`src/rtl/z80_io_master.sv`:
```
// Z80-side I/O bus initiator: queues write/read/intack requests and drives
// Z80-style IORQ_L/M1_L/RD_L/WR_L cycles with registered outputs.
// Optional: define Z80IO_AUTO_INTACK_EN to acknowledge INT_L automatically from IDLE.
module z80_io_master #(
    parameter int unsigned DEPTH           = 4,
    parameter int unsigned STROBE_CYCLES   = 3,
    parameter int unsigned RECOVERY_CYCLES = 1
) (
    input  logic       clk,
    input  logic       rst,
    input  logic       req_valid,
    output logic       req_ready,
    input  logic [1:0] req_op,
    input  logic [7:0] req_addr,
    input  logic [7:0] req_data,
    output logic       rsp_valid,
    output logic [7:0] rsp_data,
    output logic       rsp_intack,
    output logic [7:0] addr_bus_out,
    output logic [7:0] data_bus_out,
    output logic       data_oe,
    input  logic [7:0] data_bus_in,
    output logic       IORQ_L,
    output logic       M1_L,
    output logic       RD_L,
    output logic       WR_L,
    input  logic       INT_L,
    output logic       int_pending,
    output logic       busy
);

    localparam int unsigned AW = $clog2(DEPTH);
    localparam logic [3:0] StrobeLast = 4'(STROBE_CYCLES - 1);
    localparam logic [3:0] RecLast =
        (RECOVERY_CYCLES > 0) ? 4'(RECOVERY_CYCLES - 1) : 4'd0;

    localparam logic [1:0] OpWrite  = 2'd0;
    localparam logic [1:0] OpRead   = 2'd1;
    localparam logic [1:0] OpIntack = 2'd2;

    typedef enum logic [2:0] {
        StIdle, StT1, StT2, StT3, StRec, StInta1, StInta2
    } state_e;

    state_e state_q, state_d;
    logic [3:0] cnt_q, cnt_d;
    logic [1:0] op_q, op_d;
    logic [7:0] taddr_q, taddr_d, tdata_q, tdata_d;

    logic       iorq_q, iorq_d, m1_q, m1_d, rd_q, rd_d, wr_q, wr_d, oe_q, oe_d;
    logic [7:0] addr_q, addr_d, dout_q, dout_d;
    logic       rsp_valid_q, rsp_valid_d, rsp_intack_q, rsp_intack_d;
    logic [7:0] rsp_data_q, rsp_data_d;
    logic       int_pending_q;

    // Request FIFO: one extra pointer bit distinguishes full from empty.
    logic [17:0] mem_q [DEPTH];
    logic [AW:0] wptr_q, rptr_q;
    logic        fifo_empty, fifo_full, push, pop;
    logic [1:0]  head_op;
    logic [7:0]  head_addr, head_data;

    assign fifo_empty = (wptr_q == rptr_q);
    assign fifo_full  = (wptr_q[AW] != rptr_q[AW]) && (wptr_q[AW-1:0] == rptr_q[AW-1:0]);
    assign push       = req_valid && !fifo_full;
    assign {head_op, head_addr, head_data} = mem_q[rptr_q[AW-1:0]];

`ifdef Z80IO_AUTO_INTACK_EN
    logic auto_start;
    logic ack_block_q, ack_block_d;
`endif

    // FIFO storage writes
    always_ff @(posedge clk) begin
        if (push) begin
            mem_q[wptr_q[AW-1:0]] <= {req_op, req_addr, req_data};
        end
    end

    // FIFO pointers
    always_ff @(posedge clk) begin
        if (rst) begin
            wptr_q <= '0;
            rptr_q <= '0;
        end else begin
            if (push) wptr_q <= wptr_q + 1'b1;
            if (pop)  rptr_q <= rptr_q + 1'b1;
        end
    end

    // Next-state, transaction latch and registered-output next values
    always_comb begin
        state_d = state_q;
        cnt_d   = cnt_q;
        op_d    = op_q;
        taddr_d = taddr_q;
        tdata_d = tdata_q;
        pop     = 1'b0;
`ifdef Z80IO_AUTO_INTACK_EN
        auto_start  = 1'b0;
        ack_block_d = ack_block_q;
`endif

        unique case (state_q)
            StIdle: begin
`ifdef Z80IO_AUTO_INTACK_EN
                if (int_pending_q && !ack_block_q) begin
                    // Interrupt wins over queued work and consumes no FIFO entry.
                    auto_start = 1'b1;
                    op_d       = OpIntack;
                    state_d    = StInta1;
                end else
`endif
                if (!fifo_empty) begin
                    pop     = 1'b1;
                    op_d    = head_op;
                    taddr_d = head_addr;
                    tdata_d = head_data;
                    unique case (head_op)
                        OpWrite, OpRead: state_d = StT1;
                        OpIntack:        state_d = StInta1;
                        default:         state_d = StIdle;  // reserved op dropped
                    endcase
                end
            end
            StT1: begin
                state_d = StT2;
                cnt_d   = StrobeLast;
            end
            StT2: begin
                if (cnt_q == 4'd0) state_d = StT3;
                else               cnt_d   = cnt_q - 4'd1;
            end
            StT3: begin
                if (RECOVERY_CYCLES == 0) begin
                    state_d = StIdle;
                end else begin
                    state_d = StRec;
                    cnt_d   = RecLast;
                end
            end
            StRec: begin
                if (cnt_q == 4'd0) state_d = StIdle;
                else               cnt_d   = cnt_q - 4'd1;
            end
            StInta1: begin
                state_d = StInta2;
                cnt_d   = StrobeLast;
            end
            StInta2: begin
                if (cnt_q == 4'd0) state_d = StT3;
                else               cnt_d   = cnt_q - 4'd1;
            end
            default: state_d = StIdle;
        endcase

`ifdef Z80IO_AUTO_INTACK_EN
        // Re-arm only once the interrupt line has been seen released.
        if (auto_start)          ack_block_d = 1'b1;
        else if (!int_pending_q) ack_block_d = 1'b0;
`endif

        // Outputs are decoded from the next state so they appear registered.
        iorq_d = 1'b1;
        m1_d   = 1'b1;
        rd_d   = 1'b1;
        wr_d   = 1'b1;
        oe_d   = 1'b0;
        addr_d = addr_q;
        dout_d = dout_q;
        unique case (state_d)
            StT1: begin
                addr_d = taddr_d;
                if (op_d == OpWrite) begin
                    dout_d = tdata_d;
                    oe_d   = 1'b1;
                end
            end
            StT2: begin
                iorq_d = 1'b0;
                if (op_d == OpWrite) begin
                    wr_d = 1'b0;
                    oe_d = 1'b1;
                end else begin
                    rd_d = 1'b0;
                end
            end
            StInta1: begin
                addr_d = taddr_d;
                m1_d   = 1'b0;
            end
            StInta2: begin
                m1_d   = 1'b0;
                iorq_d = 1'b0;
            end
            default: ;
        endcase

        // Capture at the edge that ends the last strobe cycle; presented during T3.
        rsp_valid_d  = 1'b0;
        rsp_intack_d = 1'b0;
        rsp_data_d   = rsp_data_q;
        if ((state_q == StT2 && cnt_q == 4'd0 && op_q == OpRead) ||
            (state_q == StInta2 && cnt_q == 4'd0)) begin
            rsp_valid_d  = 1'b1;
            rsp_data_d   = data_bus_in;
            rsp_intack_d = (state_q == StInta2);
        end
    end

    // State, transaction and output registers
    always_ff @(posedge clk) begin
        if (rst) begin
            state_q       <= StIdle;
            cnt_q         <= 4'd0;
            op_q          <= 2'd0;
            taddr_q       <= 8'd0;
            tdata_q       <= 8'd0;
            iorq_q        <= 1'b1;
            m1_q          <= 1'b1;
            rd_q          <= 1'b1;
            wr_q          <= 1'b1;
            oe_q          <= 1'b0;
            addr_q        <= 8'd0;
            dout_q        <= 8'd0;
            rsp_valid_q   <= 1'b0;
            rsp_intack_q  <= 1'b0;
            rsp_data_q    <= 8'd0;
            int_pending_q <= 1'b0;
        end else begin
            state_q       <= state_d;
            cnt_q         <= cnt_d;
            op_q          <= op_d;
            taddr_q       <= taddr_d;
            tdata_q       <= tdata_d;
            iorq_q        <= iorq_d;
            m1_q          <= m1_d;
            rd_q          <= rd_d;
            wr_q          <= wr_d;
            oe_q          <= oe_d;
            addr_q        <= addr_d;
            dout_q        <= dout_d;
            rsp_valid_q   <= rsp_valid_d;
            rsp_intack_q  <= rsp_intack_d;
            rsp_data_q    <= rsp_data_d;
            int_pending_q <= ~INT_L;
        end
    end

`ifdef Z80IO_AUTO_INTACK_EN
    // Auto-intack suppression flag
    always_ff @(posedge clk) begin
        if (rst) ack_block_q <= 1'b0;
        else     ack_block_q <= ack_block_d;
    end
`endif

    assign IORQ_L       = iorq_q;
    assign M1_L         = m1_q;
    assign RD_L         = rd_q;
    assign WR_L         = wr_q;
    assign data_oe      = oe_q;
    assign addr_bus_out = addr_q;
    assign data_bus_out = dout_q;
    assign rsp_valid    = rsp_valid_q;
    assign rsp_data     = rsp_data_q;
    assign rsp_intack   = rsp_intack_q;
    assign int_pending  = int_pending_q;
    assign req_ready    = !fifo_full;
    assign busy         = (state_q != StIdle) || !fifo_empty;

endmodule

```
`config.mk`:
```
export PLATFORM = sky130hd
export DESIGN_NAME = z80_io_master
export DESIGN_NICKNAME = d
export VERILOG_FILES = /design/src/rtl/z80_io_master.sv
export SDC_FILE = /design/constraint.sdc
export NUM_CORES = 1
export LEC_CHECK = 0
export ABC_CLOCK_PERIOD_IN_PS = 5800
export BUFFER_PORTS_ARGS = -buffer_cell sky130_fd_sc_hd__buf_2
export CAP_MARGIN = 20
export CELL_PAD_IN_SITES_DETAIL_PLACEMENT = 1
export CELL_PAD_IN_SITES_GLOBAL_PLACEMENT = 1
export CORE_ASPECT_RATIO = 2
export CORE_UTILIZATION = 32
export DETAILED_ROUTE_END_ITERATION = 12
export GPL_ROUTABILITY_DRIVEN = 1
export PLACE_DENSITY_LB_ADDON = 0.12
export SETUP_SLACK_MARGIN = 0.5
export SLEW_MARGIN = 20
export SYNTH_ARGS = -nofsm -noshare
export SYNTH_HDL_FRONTEND = slang
export SYNTH_SLANG_ARGS = --single-unit
```
`constraint.sdc`:
```
create_clock -name clk -period 5.8 [get_ports clk]
set_input_delay 0 -clock clk [delete_from_list [all_inputs] [get_ports clk]]
set_output_delay 0 -clock clk [all_outputs]
set_load 0.02 [all_outputs]
```
Word level (Yosys, flattened, before mapping)
Memories as Yosys holds them, arrays and structs flattened. A register that Yosys moved wholly into a read port is not among the register bits.
Cells that the tools add are included.
- memories: 1
- bits in writable memories: 72
- word-level logic and storage cells: 95
- input port bits: 30
- flip-flop bits (word level): 63
- output and inout port bits: 34
- add/subtract/negate cells: 3
- reductions and logical operators: 28
- mux-type cells: 24
- equal/unequal tests: 17
- bitwise gates (word level): 4
- memory list (name ; depth ; width ; read ports ; clocked after Yosys merged registers in ; write ports ; line ; text):
    mem_q ; 4 ; 18 ; 1 ; 1 ; 1 ; 57 ; logic [17:0] mem_q [DEPTH];
- operators by type and width (operator ; number):
    $mux W8 ; 4
    $reduce_or A2 Y1 ; 10
    $pmux W3 S6 ; 1
    $eq A3 B3 Y1 const B ; 5
    $pmux W4 S3 ; 1
    $eq A3 B2 Y1 const B ; 3
    $mux W1 ; 9
    $mux W3 ; 3
    $mux W2 ; 4
    $add A3 B1 Y3 const B ; 2
    $eq A3 B1 Y1 const B ; 2
    $pmux W3 S2 ; 1
    $reduce_bool A3 Y1 ; 2
    $logic_and A1 B1 Y1 ; 5
    $eq A2 B1 Y1 const B ; 2
    $logic_not A2 Y1 ; 2
    $logic_not A4 Y1 ; 1
    $mux W4 ; 1
    $not A1 Y1 ; 4
    $reduce_and A2 Y1 ; 2
    $sub A4 B1 Y4 const B ; 1
    $eq A3 B3 Y1 ; 1
    $logic_not A3 Y1 ; 1
    $reduce_or A3 Y1 ; 1
    other kinds (6) ; 8

Logic depth before layout (Yosys ltp)
- word-level depth: 9
- depth in mapped cells: 7
- gate-level depth less buffers: 7

Worst setup path before layout
No wires, ideal clock.
- path kind: register -> register
- start point: register cnt_q[0]
- end point: register rd_q, in the netlist RD_L
- stages on the path, launching flop included: 7
- period minus slack after synthesis: 1.958 ns
- required time: 5.668 ns
- arrival: 1.826 ns
- path slack: 3.842 ns
- path through: dfxtp_1 inv_1 ha_1 nor3b_1 o21ai_0 a21oi_1 or3b_2
- word-level cells in the longest chain between the ends: 6
- RTL lines (element ; line ; text):
    start, declared ; 46 ; logic [3:0] cnt_q, cnt_d;
    start signal, assigned ; 232 ; cnt_q <= cnt_d;
    $logic_not A4 Y1 * ; 131, 143, 151 ;
    $mux W3, on equally long branches ; 131, 151, 143 ;
    $pmux W3 S6 * ; 104 ; unique case (state_q)
    $eq A3 B2 Y1 * ; 171 ; unique case (state_d)
    $not A1 Y1 (no source line) * ; - ;
    $reduce_or A2 Y1 (no source line) * ; - ;
    end signal, assigned ; 238 ; rd_q <= rd_d;
    end, declared ; 50 ; logic iorq_q, iorq_d, m1_q, m1_d, rd_q, rd_d, wr_q, wr_d, oe_q, oe_d;
Mark *: on every way between the ends. The rest lies on a longest branch, timed or not.
A chain may end at the register's enable or synchronous reset.

Final worst setup path
- start point: register state_q[0]
- end point: register oe_q, in the netlist data_oe
- word-level cells in the longest chain between the ends: 7
- RTL lines (element ; line ; text):
    start, declared ; 45 ; state_e state_q, state_d;
    start signal, assigned ; 214 ; state_q <= StIdle;
    start signal, assigned ; 231 ; state_q <= state_d;
    $eq A3 B2 Y1 / $eq A3 B3 Y1 (equally long branches) ; 104 ;
    $reduce_or A2 Y1 (no source line) ; - ;
    $pmux W3 S6 ; 104 ;
    $eq A3 B2 Y1 / $eq A3 B1 Y1 (equally long branches) ; 171 ;
    $reduce_or A2 Y1 (no source line) ; - ;
    $not A1 Y1 (no source line) ; - ;
    $reduce_or A2 Y1 (no source line) ; - ;
    end signal, assigned ; 223 ; oe_q <= 1'b0;
    end signal, assigned ; 240 ; oe_q <= oe_d;
    end, declared ; 50 ;
Parallel ways exist; a longest one is shown, timed or not.

==> flow_metrics.py <==
metrics = {
    "synthesis": {
        "synth_cell_types": 40,
        "ys.flop_type": "edfxtp_1",
        "avgSynthCellArea_sq_um": 14.7,
        "synth_seq_cells": 137,
        "synth.net_count": 388,
        "netlist_instances": 351,
        "synth_enable_flop_cells": 72,
        "async_flop_share_pct": 0,
        "yosysTopAreaCellShare_pct": 42.0,
        "yosysWarnings": 0,
        "synth_top_area_cell": "edfxtp_1",
        "synth_area_sq_um": 5150,
        "synth.area.top_cells": "edfxtp_1 (42%), dfxtp_1 (25%), mux4_2 (7.4%)",
        "ys_seq_area_share_pct": 67.3,
    },
    "setup_path": {
        "cp.required_ps": 6120,
        "cp_slowest_cell": "nor3b_4",
        "critPathMaxStageDelay_ps": 710,
        "path_max_fanout": 25,
        "critical_path.top_delay_family": "simple AND/OR/NAND/NOR gates",
        "path_depth": 6,
        "r2r_cells": 6,
        "endpoint_kind": "register",
        "critPathArrivalTime_ps": 3100,
        "critPathLaunchType": "register",
        "critPathKind": "register to register",
        "cp_cell_sequence": "or3_1 > a31oi_4 > buf_4 > nor3b_4 > o21ai_0 > a211oi_1",
        "worst-path-buf-inv": 1,
    },
    "drt": {
        "postRouteWirelength_um": 10500,
        "drc_errors": 0,
        "detail-route-antenna-nets": 0,
        "vias": 3042,
        "drt_iter0_drc": 78,
        "wire_per_inst_um": 15.9,
        "avgViaCountPerCell": 4.61,
        "drtPass1Iterations": 4,
    },
    "clocking": {
        "cts_setup_buffers": 0,
        "cts_root_buffer": "clkbuf_16",
        "cts_made_buffers": 17,
        "cts_resized": 0,
        "cts_tree": "built",
        "cts.clk_slew.worst_paths_ps": 60,
        "clock_sinks": 137,
        "clk_latency_ps": 420,
        "h-tree-depth": 4,
        "cts_max_path_buffers": 2,
    },
    "timing": {
        "hold_violations": 0,
        "fin_tns_setup_ps": 0,
        "slew_viol_final": 0,
        "fin_ws_ps": 3020,
        "max-slew-margin-rel_pct": 32.9,
        "fin_skew_ps": 7.23,
        "min_period_ps": 2780,
        "finalSetupViolCount": 0,
        "max_clock_freq_ghz": 0.359,
        "tightest_slew_ps": 1010,
        "rsz0062_at_grt": "no",
        "fin_crit_sh_pct": 48.0,
    },
    "floorplan": {
        "num_rows": 65,
        "die_y_um": 181,
        "start_util_pct": 32.6,
        "design.die.area_sq_um": 16600,
        "die_w_um": 91.7,
        "coreArea_sq_um": 15800,
        "io_pins": 64,
    },
    "pwr": {
        "power_switching_w": 0.00103,
        "leakage_nw": 2.47,
        "power_frac_comb_pct": 27.3,
        "vdd_ir_drop_max_mv": 0.237,
        "power_density_nw_per_um2": 515,
        "seqPwrFrac_pct": 38.5,
        "power_frac_clock_pct": 34.1,
        "p_int_w": 0.00235,
        "swShare_pct": 30.4,
    },
    "grt": {
        "grt_max_degree": 62,
        "globalRouteTotalUtil_pct": 13.8,
        "grt_pass1_vias": 3220,
        "grt_antenna_before_repair": 0,
        "overflow": 0,
        "grt_pass1_wl_um": 17000,
    },
    "worst_hold_path": {
        "holdCritPathClass": "input port to register",
        "whs_path_depth": 5,
    },
    "placement": {
        "dpl.hpwl_um": 6940,
        "gp_congestion": 0.716,
        "io_buffers": 63,
        "post-place-ws_ps": 2980,
    },
    "final_layout": {
        "multi_input_area_sq_um": 1560,
        "regArea_sq_um": 3460,
        "n_antenna_cell": 0,
        "syn_to_final_growth_pct": 27.4,
        "fillerInstances": 1667,
        "drive_above_1_share_pct": 25.9,
        "nets": 483,
    },
    "run_status": {
        "outcome": "finished, final reports clean",
    },
    "job": {
        "cap_violations": 0,
    },
}
[state kept, by name, indices dropped and copies added (netlist names), 2 cells and up, named ones only]
name / flops
wptr_q: 3
cnt_q: 4
state_q: 3
mem_q: 72
data_bus_out: 8
taddr_q: 8
rptr_q: 3
addr_bus_out: 8
rsp_data: 8
op_q: 2
tdata_q: 8
[path summary, 6_finish.rpt]
| path | startpoint | end | slack (ps) |
|---|---|---|---|
| max | state_q[0] | data_oe | 3020 |
| min | req_valid | wptr_q[0] | 70 |
| max reg2reg | state_q[0] | data_oe | 3020 |
| min reg2reg | taddr_q[7] | taddr_q[7] | 490 |
[area by class of cell]
type,count,area share [%]
multi-input combinational,189,23.8
timing repair buffer,95,9.51
tap,201,3.84
clock inverter,15,3.15
sequential,137,52.8
clock buffer,17,6.49
inverter,6,0.344
[power groups by stage]
stage | sequential, W | clock (W) | combinational, W
after floorplan | 0.00133 | 0 | 0.000693
after global placement | 0.00132 | 0 | 0.000918
after detailed placement | 0.00133 | 0 | 0.000932
after CTS | 0.00131 | 0.00119 | 0.000949
after global routing | 0.00132 | 0.00123 | 0.00103
final | 0.00130 | 0.00115 | 0.000923
[timing repair]
item | 4_1_cts | 5_1_grt
hold buffers | 27 | 0
hold endpoints to repair | 81 | 0
setup endpoints to repair | 0 | 0
[through the flow]
stage / util (%) / cells / hold WS [ps] / total power (W) / cell area [sq um]
2_1_floorplan: - / 351 / 72.4 / 0.00202 / 5150
6_report: 41.5 / 660 / 69.4 / 0.00338 / 6560
5_1_grt: 41.5 / 660 / 137 / 0.00358 / 6560
3_3_place_gp: 35.8 / 600 / 156 / 0.00224 / 5650
4_1_cts: 41.5 / 660 / 69.3 / 0.00344 / 6560
3_5_place_dp: 35.8 / 601 / 160 / 0.00226 / 5650
[cells by family (layout without fill, tap and decap cells)]
kind of cell	count (synthesis)	in the layout	share of synthesized area (%)
flops	137	137	67.3
simple gates	87	87	7.66
fa+ha+maj	7	7	1.70
compound gates	39	39	5.93
buf+inv	25	133	2.33
xor+xnor	11	11	1.87
mux	45	45	13.2
[placed cells by master, fill, tap and decap left out, drive strengths merged, types with 5 or more instances in the layout]
cell,n
ha,7
a211oi,19
bufinv,5
mux2i,27
clkbuf,17
clkinv,7
nor2,57
mux4,18
xnor2,7
edfxtp,72
inv,6
buf,68
nand2,8
dfxtp,65
dlygate4sd3,27
a21oi,5
[metal layers]
layer / vias up / track usage (%) / routed length (um)
met5: - / 0 / 0
met4: 0 / 8.13 / 252
met3: 11 / 3.20 / 267
met2: 53 / 24.1 / 5720
met1: 1499 / 15.1 / 4240
li1: 1479 / - / -
[cells in the mapped netlist (5+ instances only)]
library cell,number
a211oi_1,17
clkbuf_1,11
mux2i_1,27
nand2_1,8
a21oi_1,5
mux4_2,17
dfxtp_1,65
ha_1,7
xnor2_1,7
edfxtp_1,72
nor2_1,57
inv_1,6
[worst register-to-register path, cell delays in order (launching register included)]
cell	delay, ps
dfxtp_1	450
or3_1	480
a31oi_4	160
buf_4	390
nor3b_4	720
o21ai_0	230
a211oi_1	270
(Power assumes the default switching activity.)
